[config.mk]
export PLATFORM = sky130hd
export DESIGN_NAME = estado_run_controller
export DESIGN_NICKNAME = d
export VERILOG_FILES = /design/src/rtl/estado_run_controller.sv
export SDC_FILE = /design/constraint.sdc
export NUM_CORES = 1
export LEC_CHECK = 0
export BUFFER_PORTS_ARGS = -buffer_cell sky130_fd_sc_hd__buf_4
export CORE_ASPECT_RATIO = 0.8
export CORE_UTILIZATION = 54
export DETAILED_ROUTE_END_ITERATION = 6
export GPL_TIMING_DRIVEN = 0
export PLACE_DENSITY = 0.85
export SETUP_SLACK_MARGIN = 0.02
export SKIP_CTS_REPAIR_TIMING = 1
export SLEW_MARGIN = 5
export SYNTH_ARGS = -nofsm -noshare
export SYNTH_HDL_FRONTEND = slang
export SYNTH_SLANG_ARGS = --single-unit
[constraint.sdc]
create_clock -name iClk -period 2.3 [get_ports iClk]
set_input_delay 0.23 -clock iClk [delete_from_list [all_inputs] [get_ports iClk]]
set_output_delay 0.23 -clock iClk [all_outputs]
set_load 0.05 [all_outputs]
[src/rtl/estado_run_controller.sv]
// rtl/estado_run_controller.sv - start/stop/step sequencer driving the state machine pause input
module estado_run_controller #(
    parameter int STEP_LEN = 4,
    parameter int RUN_MAX  = 0,
    parameter int CNT_W    = 16
) (
    input  logic             iClk,
    input  logic             iRestart,
    input  logic             iStart,
    input  logic             iStop,
    input  logic             iStep,
    input  logic             iTargetEn,
    input  logic [1:0]       iTargetState,
    input  logic [1:0]       iValorEstado,
    output logic             oPause,
    output logic             oBusy,
    output logic             oDone,
    output logic [CNT_W-1:0] oStepCount,
    output logic [1:0]       oRunState
);

    // A one-cycle step still needs a 1-bit counter holding 0.
    localparam int STEP_W = (STEP_LEN > 1) ? $clog2(STEP_LEN) : 1;
    localparam logic [STEP_W-1:0] STEP_LOAD = STEP_W'(STEP_LEN - 1);
    localparam logic [CNT_W-1:0]  RUN_LIMIT = CNT_W'(RUN_MAX);

    typedef enum logic [1:0] {
        S_IDLE = 2'b00,
        S_RUN  = 2'b01,
        S_STEP = 2'b10,
        S_HALT = 2'b11
    } state_t;

    state_t              r_state;
    state_t              w_state_nx;
    logic                r_start_prev;
    logic                r_stop_prev;
    logic                r_step_prev;
    logic [1:0]          r_estado_prev;
    logic [STEP_W-1:0]   r_step_cnt;
    logic [STEP_W-1:0]   w_step_cnt_nx;
    logic [CNT_W-1:0]    r_count;
    logic [CNT_W-1:0]    w_count_nx;
    logic [CNT_W-1:0]    w_count_inc;
    logic                r_pause;
    logic                r_busy;
    logic                r_done;
    logic                w_done_nx;
    logic                w_start_ev;
    logic                w_stop_ev;
    logic                w_step_ev;
    logic                w_target_hit;
    logic                w_timeout;

    // Rising-edge detection; prev regs reset high so levels held across reset are ignored.
    assign w_start_ev = iStart & ~r_start_prev;
    assign w_stop_ev  = iStop  & ~r_stop_prev;
    assign w_step_ev  = iStep  & ~r_step_prev;

    // Only the transition into the target counts, so resuming from HALT does not re-halt.
    assign w_target_hit = iTargetEn && (iValorEstado == iTargetState)
                          && (r_estado_prev != iTargetState);

    // Active-cycle count, saturating at all ones.
    assign w_count_inc = (!r_pause && (r_count != {CNT_W{1'b1}})) ? r_count + 1'b1 : r_count;

    assign w_timeout = (RUN_MAX != 0) && (w_count_inc == RUN_LIMIT);

    // Next-state and next-output decode with priority stop > target > timeout/step end.
    always_comb begin
        w_state_nx    = r_state;
        w_step_cnt_nx = r_step_cnt;
        w_count_nx    = w_count_inc;
        w_done_nx     = 1'b0;
        case (r_state)
            S_IDLE: begin
                if (w_stop_ev) begin
                    w_state_nx = S_IDLE;
                end else if (w_start_ev) begin
                    w_state_nx = S_RUN;
                    w_count_nx = '0;
                end else if (w_step_ev) begin
                    w_state_nx    = S_STEP;
                    w_count_nx    = '0;
                    w_step_cnt_nx = STEP_LOAD;
                end
            end
            S_RUN: begin
                if (w_stop_ev) begin
                    w_state_nx = S_IDLE;
                end else if (w_target_hit) begin
                    w_state_nx = S_HALT;
                    w_done_nx  = 1'b1;
                end else if (w_timeout) begin
                    w_state_nx = S_IDLE;
                    w_done_nx  = 1'b1;
                end
            end
            S_STEP: begin
                if (w_stop_ev) begin
                    w_state_nx = S_IDLE;
                end else if (w_target_hit) begin
                    w_state_nx = S_HALT;
                    w_done_nx  = 1'b1;
                end else if (r_step_cnt == '0) begin
                    w_state_nx = S_IDLE;
                    w_done_nx  = 1'b1;
                end else begin
                    w_step_cnt_nx = r_step_cnt - 1'b1;
                end
            end
            default: begin
                if (w_stop_ev) begin
                    w_state_nx = S_IDLE;
                end else if (w_start_ev) begin
                    w_state_nx = S_RUN;
                end else if (w_step_ev) begin
                    w_state_nx    = S_STEP;
                    w_step_cnt_nx = STEP_LOAD;
                end
            end
        endcase
    end

    // State, counters and registered outputs.
    always_ff @(posedge iClk or posedge iRestart) begin
        if (iRestart) begin
            r_state       <= S_IDLE;
            r_start_prev  <= 1'b1;
            r_stop_prev   <= 1'b1;
            r_step_prev   <= 1'b1;
            r_estado_prev <= 2'b00;
            r_step_cnt    <= '0;
            r_count       <= '0;
            r_pause       <= 1'b1;
            r_busy        <= 1'b0;
            r_done        <= 1'b0;
        end else begin
            r_state       <= w_state_nx;
            r_start_prev  <= iStart;
            r_stop_prev   <= iStop;
            r_step_prev   <= iStep;
            r_estado_prev <= iValorEstado;
            r_step_cnt    <= w_step_cnt_nx;
            r_count       <= w_count_nx;
            r_pause       <= (w_state_nx == S_IDLE) || (w_state_nx == S_HALT);
            r_busy        <= (w_state_nx == S_RUN) || (w_state_nx == S_STEP);
            r_done        <= w_done_nx;
        end
    end

    assign oPause     = r_pause;
    assign oBusy      = r_busy;
    assign oDone      = r_done;
    assign oStepCount = r_count;
    assign oRunState  = r_state;

endmodule

==> metrics.md <==
| Metric | Value |
|---|---|
| DP HPWL | 2300 µm |
| Height of the die | 49.6 µm |
| Mapped Avg Cell Area | 9.85 µm² |
| Nets | 208 |
| Core ar. | 2560 µm² |
| Pleak | 0.000831 µW |
| CP cell instances | dlygate4sd3_1 > buf_4 > nor2b_1 > inv_1 > a21oi_1 > clkbuf_1 > nor2_1 |
| Asr flop ratio synth | 100% |
| Antenna diode count | 0 |
| Synth Flop Type | dfrtp_1 |
| Final wirelength | 3090 µm |
| Warnings from Yosys | 0 |
| TritonCTS clock tree | yes |
| Worst setup EP type | flip-flop |
| Vias in the first global route | 1,146 |
| Slew HR | 33.5% |
| # Max-Cap Violations | 0 |
| Largest net degree at the start of global routing | 29 |
| Die Wd | 61.4 µm |
| Mapped cell area | 1530 µm² |
| Sequential-to-total area share from yosys stat | 46.2% |
| Antenna violations before repair | 0 |
| Synth top area share | 39.3% |
| Tcrit/Tclk final | 86.3% |
| PD cells | 933 nW/µm² |
| GRT Total Usage | 23.0% |
| DR DRC count | 0 |
| Layout cells sized above 1 | 22.9% |
| Post-synth EDFFs | 0 |
| Clock buffer depth | 2 |
| Area leader, netlist | dfrtp_1 |
| Worst IR drop on VDD | 0.501 mV |
| Minimum clock period | 1.98 ns |
| Clk pin slew, worst setup/hold paths | 0.13 ns |
| CP startpoint kind | input port |
| Root Buffer | clkbuf_4 |
| Grt ovf | 0 |
| Initial DRC Count | 118 |
| Hold Path Stages | 1 |
| DR vias | 1,273 |
| RSZ-0062 raised after global routing | no |
| Global-route wire length before repair | 5240 µm |
| Cell variety after synth | 41 |
| Most frequent cell after synthesis | dfrtp_1 |
| Cell row count | 16 |
| Data required, critical path | 2.51 ns |
| Clk sinks | 28 |
| # IOs | 31 |
| Placer Congestion | 0.836 |
| Status | finished clean |
| Final Slew Violations | 0 |
| CTS HTree Levels | 1 |
| Die ar. | 3040 µm² |
| Inst Count DP | 221 |
| WP data arrival | 2.20 ns |
| CTS buffer count | 3 |
| Fmax | 504 MHz |
| Worst clock skew | 0.00746 ns |
| Post-Syn Instances | 155 |
| Initial Utilization | 59.6% |
| IO Port Bufs | 30 |
| Area contributors post-synth | dfrtp_1 39%, dfstp_2 6.9%, xnor2_1 5.7% |
| Area delta synth->final | 21.4% |
| Crit path max fanout | 10 |
| Worst-skew pair later-pin latency | 0.33 ns |
| FF+latch count, synth | 28 |
| Syn_nets | 170 |
| TNS Setup | 0 ns |
| Vias per cell | 5.58 |
| Top cells by count, synth | 24 x dfrtp_1, 18 x nor2_1, 10 x xnor2_1 |
| Post-DR wirelength/cell | 13.5 µm |
| Setup violations, final | 0 |
| Routed Antenna Nets | 0 |
| Final cell count without fillers | 228 |
| CP Class | in -> reg |
| CP max stage delay | 0.53 ns |
| Final Util | 72.3% |
| Worst r2r path cells | 5 |
| CP max-delay cell | dlygate4sd3_1 |
| Final Hold Fails | 0 |
| Worst-Margin Slew | 0.996 ns |
| DR pass1 iterations | 4 |
| Worst min path class | in -> reg |
kinds of logic after synthesis:
family,synth area share [%]
simple gates,26.4
flops,46.2
compound gates,11.1
xor+xnor,9.18
buf+inv,2.29
fa+ha+maj,4.10
mux,0.656
cells in the final DEF (no fill, tap or decap), types with 4 or more instances in the layout:
| cell | n |
|---|---|
| nand2_1 | 6 |
| nor2b_1 | 5 |
| dfrtp_1 | 24 |
| a21oi_1 | 6 |
| xor2_1 | 6 |
| buf_4 | 30 |
| o21ai_1 | 5 |
| dfstp_2 | 4 |
| nand4_1 | 4 |
| inv_1 | 7 |
| nand3_1 | 8 |
| a211oi_1 | 5 |
| nor3_1 | 9 |
| ha_1 | 5 |
| xnor2_1 | 10 |
| nor2_1 | 18 |
power breakdown:
group | total [µW] | switching [µW] | internal, µW | leakage, µW
combinational | 837 | 526 | 311 | 0.000459
clock | 207 | 139 | 68.2 | 0.0000150
sequential | 685 | 95.9 | 589 | 0.000357
total | 1730 | 761 | 968 | 0.000831
routing by layer:
metal | track usage (%) | up-vias | wire [µm]
met2 | 33.5 | 30 | 1410
met1 | 35.1 | 617 | 1530
li1 | - | 621 | -
met3 | 4.72 | 5 | 127
met4 | 5.56 | 0 | 29
met5 | 0 | - | 0
final cells by class:
class,instances,area (µm²)
inverters,7,26.3
clock buffers,4,26.3
flip-flops and latches,28,706
plain buffers,2,8.76
fillers,200,709
multi-input cells,118,786
well taps,36,45.0
repair buffers,33,255
worst max-delay path, delay by kind of cell:
kind            cells  cell delay [ns]
buf+inv             4             1.13
simple gates        2             0.35
compound gates      1             0.47
final timing paths:
path                                      start               end  slack (ns)
worst max-delay path                     iStart     oStepCount[9]        0.32
worst min-delay path            iValorEstado[0]  r_estado_prev[0]        0.03
worst max register to register      r_stop_prev     oStepCount[9]        0.36
worst min register to register    r_step_cnt[0]     r_step_cnt[0]        0.53
max in group asynchronous              iRestart    oStepCount[12]        1.58
min in group asynchronous              iRestart     oStepCount[6]        0.12
flip-flops by register name, indices dropped and copies added, names as in the netlist:
| name | count |
|---|---|
| r_step_prev | 1 |
| oRunState | 2 |
| r_stop_prev | 1 |
| r_start_prev | 1 |
| oStepCount | 16 |
| oPause | 1 |
| r_estado_prev | 2 |
| r_step_cnt | 2 |
| oBusy | 1 |
| oDone | 1 |
through the flow:
step                      power [µW]  hold slack (ns)  instance area (µm²)  setup slack, ns
after floorplan                 1300            0.234                 1530            0.398
after global placement          1490            0.347                 1800            0.442
after detailed placement        1520            0.350                 1800            0.409
after CTS                       1730          -0.0179                 1820            0.373
after global routing            1840           0.0219                 1850            0.209
final                           1730           0.0266                 1850            0.316
No activity file was read; power rests on OpenSTA's default activity.
